==> src/rtl/master_arb_port_if.sv <==
// Core-side request/grant signals and serial arbiter lines
// for one bus master port.
interface master_arb_port_if #(
  parameter int S_ID_WIDTH = 2
);
  logic                  req;
  logic [S_ID_WIDTH-1:0] slave_id;
  logic                  done;
  logic                  arb_tx;
  logic                  arb_rx;
  logic                  grant;
  logic                  busy;
  logic                  rejected;
  logic                  preempted;
  logic                  timeout_err;

  modport slave (
    input  req, slave_id, done, arb_rx,
    output arb_tx, grant, busy,
    output rejected, preempted, timeout_err
  );

  modport master (
    output req, slave_id, done, arb_rx,
    input  arb_tx, grant, busy,
    input  rejected, preempted, timeout_err
  );
endinterface

==> src/rtl/master_arb_port.sv <==
// Master-side serial arbitration port: sends a request frame,
// decodes the arbiter reply and holds the bus while granted.
module master_arb_port #(
  parameter int NO_SLAVES   = 3,
  parameter int S_ID_WIDTH  = $clog2(NO_SLAVES+1),
  parameter int ACK_TIMEOUT = 16
) (
  input logic              clk,
  input logic              rst,
  master_arb_port_if.slave bus
);
  localparam int BW = $clog2(S_ID_WIDTH+3)+1;
  localparam int TW = $clog2(ACK_TIMEOUT)+1;

  localparam logic [BW-1:0] LAST_START = BW'(2);
  localparam logic [BW-1:0] LAST_SID   = BW'(S_ID_WIDTH-1);
  localparam logic [TW-1:0] LAST_TMO   = TW'(ACK_TIMEOUT-1);

  typedef enum logic [2:0] {
    IDLE, START, SID, WAIT_ACK,
    RX_CODE, COM, OVER
  } state_e;

  state_e                state_q;
  logic [BW-1:0]         cnt_q;
  logic [TW-1:0]         tmo_q;
  logic [S_ID_WIDTH-1:0] id_q;
  logic [S_ID_WIDTH-1:0] sh_q;
  logic                  b1_q;
  logic                  tx_q;
  logic                  grant_q;
  logic                  busy_q;
  logic                  rej_q;
  logic                  pre_q;
  logic                  tmo_err_q;

  always_ff @(posedge clk or posedge rst) begin
    if (rst) begin
      state_q   <= IDLE;
      cnt_q     <= '0;
      tmo_q     <= '0;
      id_q      <= '0;
      sh_q      <= '0;
      b1_q      <= 1'b0;
      tx_q      <= 1'b0;
      grant_q   <= 1'b0;
      busy_q    <= 1'b0;
      rej_q     <= 1'b0;
      pre_q     <= 1'b0;
      tmo_err_q <= 1'b0;
    end else begin
      rej_q     <= 1'b0;
      pre_q     <= 1'b0;
      tmo_err_q <= 1'b0;
      unique case (state_q)
        IDLE: begin
          if (bus.req) begin
            state_q <= START;
            id_q    <= bus.slave_id;
            cnt_q   <= '0;
            tx_q    <= 1'b1;
            busy_q  <= 1'b1;
          end
        end
        START: begin
          if (cnt_q == LAST_START) begin
            state_q <= SID;
            cnt_q   <= '0;
            tx_q    <= id_q[S_ID_WIDTH-1];
            sh_q    <= id_q << 1;
          end else begin
            cnt_q <= cnt_q + BW'(1);
          end
        end
        SID: begin
          if (cnt_q == LAST_SID) begin
            state_q <= WAIT_ACK;
            tx_q    <= 1'b0;
            tmo_q   <= '0;
          end else begin
            cnt_q <= cnt_q + BW'(1);
            tx_q  <= sh_q[S_ID_WIDTH-1];
            sh_q  <= sh_q << 1;
          end
        end
        WAIT_ACK: begin
          if (bus.arb_rx) begin
            state_q <= RX_CODE;
            cnt_q   <= '0;
          end else if (tmo_q == LAST_TMO) begin
            state_q   <= IDLE;
            tmo_err_q <= 1'b1;
            busy_q    <= 1'b0;
          end else begin
            tmo_q <= tmo_q + TW'(1);
          end
        end
        // First cycle captures b1; second decodes {b1,b0}.
        RX_CODE: begin
          if (cnt_q == '0) begin
            b1_q  <= bus.arb_rx;
            cnt_q <= BW'(1);
          end else begin
            unique case (1'b1)
              b1_q && bus.arb_rx: begin
                state_q <= COM;
                grant_q <= 1'b1;
                tx_q    <= 1'b1;
                cnt_q   <= '0;
              end
              b1_q && !bus.arb_rx: begin
                state_q <= IDLE;
                rej_q   <= 1'b1;
                busy_q  <= 1'b0;
              end
              default: state_q <= WAIT_ACK;
            endcase
          end
        end
        // done wins over a preempt code landing the same cycle.
        COM: begin
          if (bus.done) begin
            state_q <= OVER;
            tx_q    <= 1'b0;
            grant_q <= 1'b0;
          end else if (cnt_q == '0) begin
            if (bus.arb_rx) cnt_q <= BW'(1);
          end else if (cnt_q == BW'(1)) begin
            b1_q  <= bus.arb_rx;
            cnt_q <= BW'(2);
          end else begin
            cnt_q <= '0;
            if (!b1_q && bus.arb_rx) begin
              state_q <= OVER;
              pre_q   <= 1'b1;
              tx_q    <= 1'b0;
              grant_q <= 1'b0;
            end
          end
        end
        OVER: begin
          state_q <= IDLE;
          busy_q  <= 1'b0;
        end
        default: begin
          state_q <= IDLE;
          busy_q  <= 1'b0;
          tx_q    <= 1'b0;
          grant_q <= 1'b0;
        end
      endcase
    end
  end

  assign bus.arb_tx      = tx_q;
  assign bus.grant       = grant_q;
  assign bus.busy        = busy_q;
  assign bus.rejected    = rej_q;
  assign bus.preempted   = pre_q;
  assign bus.timeout_err = tmo_err_q;
endmodule

==> src/flat_wrapper.sv <==
// flat-port wrapper written by rule: the top's interface ports become plain ports
module master_arb_port_flat 
#(
  parameter int NO_SLAVES   = 3,
  parameter int S_ID_WIDTH  = $clog2(NO_SLAVES+1),
  parameter int ACK_TIMEOUT = 16
)
  (clk, rst, bus_req, bus_slave_id, bus_done, bus_arb_rx, bus_arb_tx, bus_grant, bus_busy, bus_rejected, bus_preempted, bus_timeout_err);
  master_arb_port_if #(.S_ID_WIDTH(S_ID_WIDTH)) bus_i ();
  input logic clk;
  input logic rst;
  input wire logic [$bits(bus_i.req)-1:0] bus_req;
  input wire logic [$bits(bus_i.slave_id)-1:0] bus_slave_id;
  input wire logic [$bits(bus_i.done)-1:0] bus_done;
  input wire logic [$bits(bus_i.arb_rx)-1:0] bus_arb_rx;
  output wire logic [$bits(bus_i.arb_tx)-1:0] bus_arb_tx;
  output wire logic [$bits(bus_i.grant)-1:0] bus_grant;
  output wire logic [$bits(bus_i.busy)-1:0] bus_busy;
  output wire logic [$bits(bus_i.rejected)-1:0] bus_rejected;
  output wire logic [$bits(bus_i.preempted)-1:0] bus_preempted;
  output wire logic [$bits(bus_i.timeout_err)-1:0] bus_timeout_err;
  assign bus_i.req = bus_req;
  assign bus_i.slave_id = bus_slave_id;
  assign bus_i.done = bus_done;
  assign bus_i.arb_rx = bus_arb_rx;
  assign bus_arb_tx = bus_i.arb_tx;
  assign bus_grant = bus_i.grant;
  assign bus_busy = bus_i.busy;
  assign bus_rejected = bus_i.rejected;
  assign bus_preempted = bus_i.preempted;
  assign bus_timeout_err = bus_i.timeout_err;
  master_arb_port #(.NO_SLAVES(NO_SLAVES), .S_ID_WIDTH(S_ID_WIDTH), .ACK_TIMEOUT(ACK_TIMEOUT)) u_core (.clk(clk), .rst(rst), .bus(bus_i));
endmodule
==> config.mk <==
export PLATFORM = sky130hd
export DESIGN_NAME = master_arb_port_flat
export DESIGN_NICKNAME = d
export VERILOG_FILES = /design/src/rtl/master_arb_port_if.sv /design/src/rtl/master_arb_port.sv /design/src/flat_wrapper.sv
export SDC_FILE = /design/constraint.sdc
export NUM_CORES = 1
export LEC_CHECK = 0
export BUFFER_PORTS_ARGS = -buffer_cell sky130_fd_sc_hd__buf_2
export CORE_MARGIN = 2
export CORE_UTILIZATION = 50
export CTS_CLUSTER_DIAMETER = 30
export CTS_CLUSTER_SIZE = 16
export DETAILED_ROUTE_END_ITERATION = 10
export GPL_TIMING_DRIVEN = 0
export PLACE_DENSITY = 0.69
export SLEW_MARGIN = 20
export SYNTH_ARGS = -nofsm -noshare
export SYNTH_HDL_FRONTEND = slang
export SYNTH_SLANG_ARGS = --single-unit
==> constraint.sdc <==
create_clock -name clk -period 4.05 [get_ports clk]
set_input_delay 1.0125 -clock clk [delete_from_list [all_inputs] [get_ports clk]]
set_output_delay 1.0125 -clock clk [all_outputs]
set_load 0.05 [all_outputs]
Word level (Yosys, flattened, before mapping)
Cells that the tools add are included.

operators by class
  add/subtract/negate cells = 2
  multiply operators = 0
  divide/modulo/power cells = 0
  order comparisons = 0
  equal/unequal tests = 30
  shifts and indexed selects = 0
  muxes and demuxes = 62
  bitwise logic cells = 3
  reduce and logical (&&, ||, !) cells = 23

operators with widths
  cell                                                                    number
  4-bit two-way mux                                                       9
  3-bit two-way mux                                                       10
  1-bit two-way mux                                                       28
  4-bit one-hot mux with 6 select lines                                   1
  3-bit one-hot mux with 6 select lines                                   1
  2-bit != test (second input constant)                                   8
  8-bit AND reduction                                                     2
  5-bit two-way mux                                                       3
  2-bit by 1-bit != test with 1-bit output (second input constant)        7
  6-bit AND reduction                                                     2
  5-bit one-hot mux with 2 select lines                                   1
  3-bit equality test (second input constant)                             3
  3-bit != test (second input constant)                                   3
  7-bit AND reduction                                                     1
  3-bit by 2-bit equality test with 1-bit output (second input constant)  2
  2-bit two-way mux                                                       3
  3-bit by 2-bit != test with 1-bit output (second input constant)        2
  1-bit one-hot mux with 6 select lines                                   1
  3-bit one-hot mux with 2 select lines                                   1
  2-bit nonzero test                                                      3
  6-bit nonzero test                                                      1
  5-bit by 1-bit adder with 5-bit output (second input constant)          1
  5-bit by 4-bit equality test with 1-bit output (second input constant)  1
  5-bit AND reduction                                                     1
  20 further kinds                                                        25

storage, ports and cells
  register bits = 23
  bits in latches = 0
  RAM bits = 0
  ROM bits = 0
  input bits = 7
  output and inout bits = 6
  logic and storage cells = 132
  memories = 0

Depth between registers and ports, before layout
  word-level depth = 7
  depth in mapped cells = 7
  depth with buffers taken out = 7

Worst setup path after synthesis
OpenSTA, ideal clock, no wires.

  path type = in2reg
  from = in bus_done
  to = reg u_core.cnt_q[1]
  library setup time = 0.125 ns
  data arrival time = 2.126 ns
  data required time = 3.925 ns
  slack = 1.799 ns
  stages on the path = 5
  buffers on the path = 0
  cells stage by stage = a21oi_1 o221ai_1 or3_4 or2_4 mux2_4

on the way
  longest elaborated chain between the ends = 2

RTL lines
  what                           line                   RTL
  start, declared                flat_wrapper.sv:14     input wire logic [$bits(bus_i.done)-1:0] bus_done;
  2-bit != test (no line)        -
  7-bit AND reduction (no line)  -
  end signal, assigned           master_arb_port.sv:72  cnt_q <= cnt_q + BW'(1);
  end signal, assigned           master_arb_port.sv:81  cnt_q <= cnt_q + BW'(1);
  end, declared                  master_arb_port.sv:25  logic [BW-1:0] cnt_q;

No other way between the ends.
A chain may end at the register's enable or synchronous reset.

Worst setup path in the final report
  from = reg u_core.tmo_q[0]
  to = reg u_core.state_q[0]

on the way
  longest elaborated chain between the ends = 3

RTL lines
  what                                                line                    RTL
  start, declared                                     master_arb_port.sv:26   logic [TW-1:0] tmo_q;
  start signal, assigned                              master_arb_port.sv:95   tmo_q <= tmo_q + TW'(1);
  5-bit by 4-bit equality test with 1-bit output      master_arb_port.sv:90   end else if (tmo_q == LAST_TMO) begin
  3-bit by 2-bit != test with 1-bit output (no line)  -
  8-bit AND reduction (no line)                       -
  end signal, assigned                                master_arb_port.sv:88   state_q <= RX_CODE;
  end signal, assigned                                master_arb_port.sv:91   state_q <= IDLE;
  end signal, assigned                                master_arb_port.sv:106  state_q <= COM;
  end, declared                                       master_arb_port.sv:24   state_e state_q;

No other way between the ends.

==> out/qor.csv <==
stage;metric;value;unit
finish;# diodes;0;
worst_setup_path;Worst path slowest cell;nor3_1;
clock_tree;CTS H-tree lvls;1;
worst_setup_path;Startpoint Class;flip-flop;
route;iteration count of the initial detailed-routing pass;4;
yosys;Post-Syn Nets;169;
placed_design;# placed instances;199;
yosys;synth warn;0;
floorplan;Die H;57.6;um
finish;Core Util, Final;57.5;%
timing;unrepaired setup endpoints after global routing;false;
placed_design;port bufs;12;
global_routing;grt ovf;0;
route;Post-Route WL;3.15;mm
finish;final instance area;1570;um2
floorplan;die area;3320;um2
clock_tree;clk root buf;clkbuf_4;
clock_tree;# resized after CTS;0;
placed_design;Final Wtd Congestion;0.879;
yosys;Unique masters post-synth;57;
clock_tree;Setup Fix Bufs, Post-CTS;0;
worst_setup_path;critical path arrival;2.57;ns
finish;Layout Cells excl Fill;203;
worst_setup_path;critical path's top delay family;simple AND/OR/NAND/NOR gates;
route;uppermost layer routed;met4;
worst_setup_path;critical path's most frequent cell;ha_1;
route;via count;1247;
timing;min Tclk post-route;2.37;ns
floorplan;Die X;57.6;um
worst_setup_path;Worst Path Required;4.25;ns
yosys;synthesized area;1440;um2
yosys;Seq/Total Area, Yosys;38.3;%
timing;final setup vio count;0;
yosys;Avg Synthesized Cell Area;9.22;um2
floorplan;Initial Utilization;52.6;%
route;met3 WL;153;um
yosys;Synth Register Bits;22;
clock_tree;CTS tree;done;
clock_tree;Hold-fix buffers, CTS;0;
worst_setup_path;CP Buf/Inv Count;0;
pwr;worst vdd ir;0.453;mV
global_routing;antenna violations before repair;0;
yosys;post-synth top area cell;dfrtp_1;
floorplan;Placement Rows;19;
run;Max-cap violations;0;
finish;synthesis-to-finish area growth;9.40;%
global_routing;GRT Util Overall;20.2;%
clock_tree;CTS max path bufs;2;
global_routing;vias in the first global route;1161;
worst_hold_path;Worst Hold Class;flip-flop to flip-flop;
worst_setup_path;CP Cell Sequence;ha_1 -> and3_1 -> ha_1 -> nor3_1 -> a211oi_1 -> o21ai_1 -> mux2_1;
yosys;ys flop type;dfrtp_1;
timing;Fin. Hold Viols;0;
yosys;Synth top area share;38.3;%
worst_setup_path;crit-path max cell delay;0.49;ns
yosys;Synth Instances;156;
worst_setup_path;Worst Setup SP;u_core.tmo_q[0]$_DFFE_PP0P_;
timing;setup TNS;0;ns
floorplan;IO Pins;13;
global_routing;largest net degree at the start of global routing;23;
timing;fmax;422;MHz
timing;part of the cycle the worst path needs;58.6;%
finish;commonest non-fill, non-tap cell in the layout;dfrtp_1;
placed_design;DP HPWL;2.33;mm
clock_tree;TritonCTS Sinks;22;
pwr;Final Power;0.00116;W
timing;Slew Viols, Final;0;
worst_setup_path;Critical Path End Type;flip-flop;
clock_tree;CTS buffer count;3;
clock_tree;Worst-path clk slew;0.12;ns
floorplan;Core Footprint;2730;um2
placed_design;area post-placement;1540;um2
route;Avg WL per Cell;15.5;um
run_status;status;finished clean;
route;Metal-1 WL;1.45;mm
worst_setup_path;reg-to-reg critical path startpoint;u_core.tmo_q[0]$_DFFE_PP0P_;
yosys;ys async rst share;100;%
finish;layout cells sized above 1;19.2;%
finish;final net count;186;
yosys;synth top area cells;dfrtp_1 (38%), ha_1 (5.2%), nor2_1 (3.9%);
route;Vias per Instance;6.14;
worst_hold_path;hold wc startpoint;u_core.bus.arb_tx$_DFFE_PP0P_;
route;drt first-iter violations;49;
timing;Worst Max-Slew Pin Slew;0.837;ns
route;DRC Markers;0;
finish;commonest non-fill, non-tap cells in the layout;dfrtp_1 (22), buf_2 (16), nor2_1 (15);
pwr;Leak;0.733;nW
route;final antenna-violating net count;0;
pwr;pwr/cell area;739;nW/um2
worst_setup_path;Max FO, Critical Path;6;
timing;Max transition margin;44.1;%
global_routing;first-pass GRT wire length;5.26;mm
worst_setup_path;Crit Path Class;flip-flop to flip-flop;
yosys;EDFF count, synth;0;
clock_tree;worst skew pair latency;0.30;ns
route;wire length on met2;1.44;mm
timing;clk_skew;0.00275;ns
-- synthesized netlist by cell type, types with 2 or more instances --
cell       n
buf_2      4
nor2b_1    2
nand2b_1   2
or3b_1     2
nor4_1     2
dfrtp_1   22
xor2_1     2
mux2_1     2
a22oi_1    2
nand2_1   13
a21oi_1    8
ha_1       6
nor3_1     5
o21ai_0    7
nor2_1    15
o31ai_1    3
o22ai_1    4
nand4b_1   2
inv_1     10
nor3b_1    2
mux2_2     3
and3_1     2
nand3b_1   2
-- metrics by stage --
| step | hold WS, ns | setup WS (ns) |
|---|---|---|
| after global placement | 0.468 | 1.60 |
| after CTS | 0.508 | 1.69 |
| after global routing | 0.524 | 1.54 |
| after floorplan | 0.472 | 1.80 |
| after detailed placement | 0.476 | 1.60 |
| final | 0.509 | 1.68 |
-- cells by family (layout without fill, tap and decap cells) --
kind of cell               count (synthesis)  in the layout  synth area share, %
xor gates and xnor gates                   3              3                 1.83
adders and majority gates                  6              6                 5.22
muxes                                      7              7                 5.66
AOI/OAI and AO/OA                         41             41                 19.8
DFF                                       22             22                 38.3
and+or+nand+nor                           58             58                 23.1
buffers and inverters                     19             35                 6.09
-- flip-flops by register name, summed over array words and instances (netlist names), 2 cells and up --
name	cells
u_core.cnt_q	4
u_core.tmo_q	5
u_core.id_q	2
u_core.state_q	3
-- worst paths after layout --
path / end / slack [ns] / cells after the start
setup / recovery: u_core.state_q[0]$_DFFE_PP0P_ / 1.68 / 7
hold / removal: u_core.bus.arb_tx$_DFFE_PP0P_ / 0.51 / 1
setup reg to reg: u_core.state_q[0]$_DFFE_PP0P_ / 1.68 / 7
hold reg to reg: u_core.bus.arb_tx$_DFFE_PP0P_ / 0.51 / 1
max in group asynchronous: u_core.b1_q$_DFFE_PP0P_ / 2.68 / 2
min in group asynchronous: u_core.tmo_q[0]$_DFFE_PP0P_ / 0.85 / 2
-- final cells by class --
| type | count | area (um2) |
|---|---|---|
| buffer | 8 | 46.3 |
| clock buffer | 4 | 36.3 |
| fill | 261 | 1160 |
| inverter | 11 | 41.3 |
| multi-input combinational | 115 | 800 |
| sequential | 22 | 551 |
| tap | 31 | 38.8 |
| timing repair buffer | 12 | 60.1 |
-- report_power, final --
| part | total, W | internal (W) | switching [W] |
|---|---|---|---|
| sequential | 0.000355 | 0.000293 | 0.0000616 |
| clock | 0.000122 | 0.0000548 | 0.0000667 |
| combinational | 0.000686 | 0.000283 | 0.000403 |
-- layer usage --
metal	up-vias	global-route usage, %
li1	597	-
met1	583	27.2
met2	50	31.2
met3	17	3.35
met4	0	11.0
met5	-	0
(Power assumes the default switching activity.)
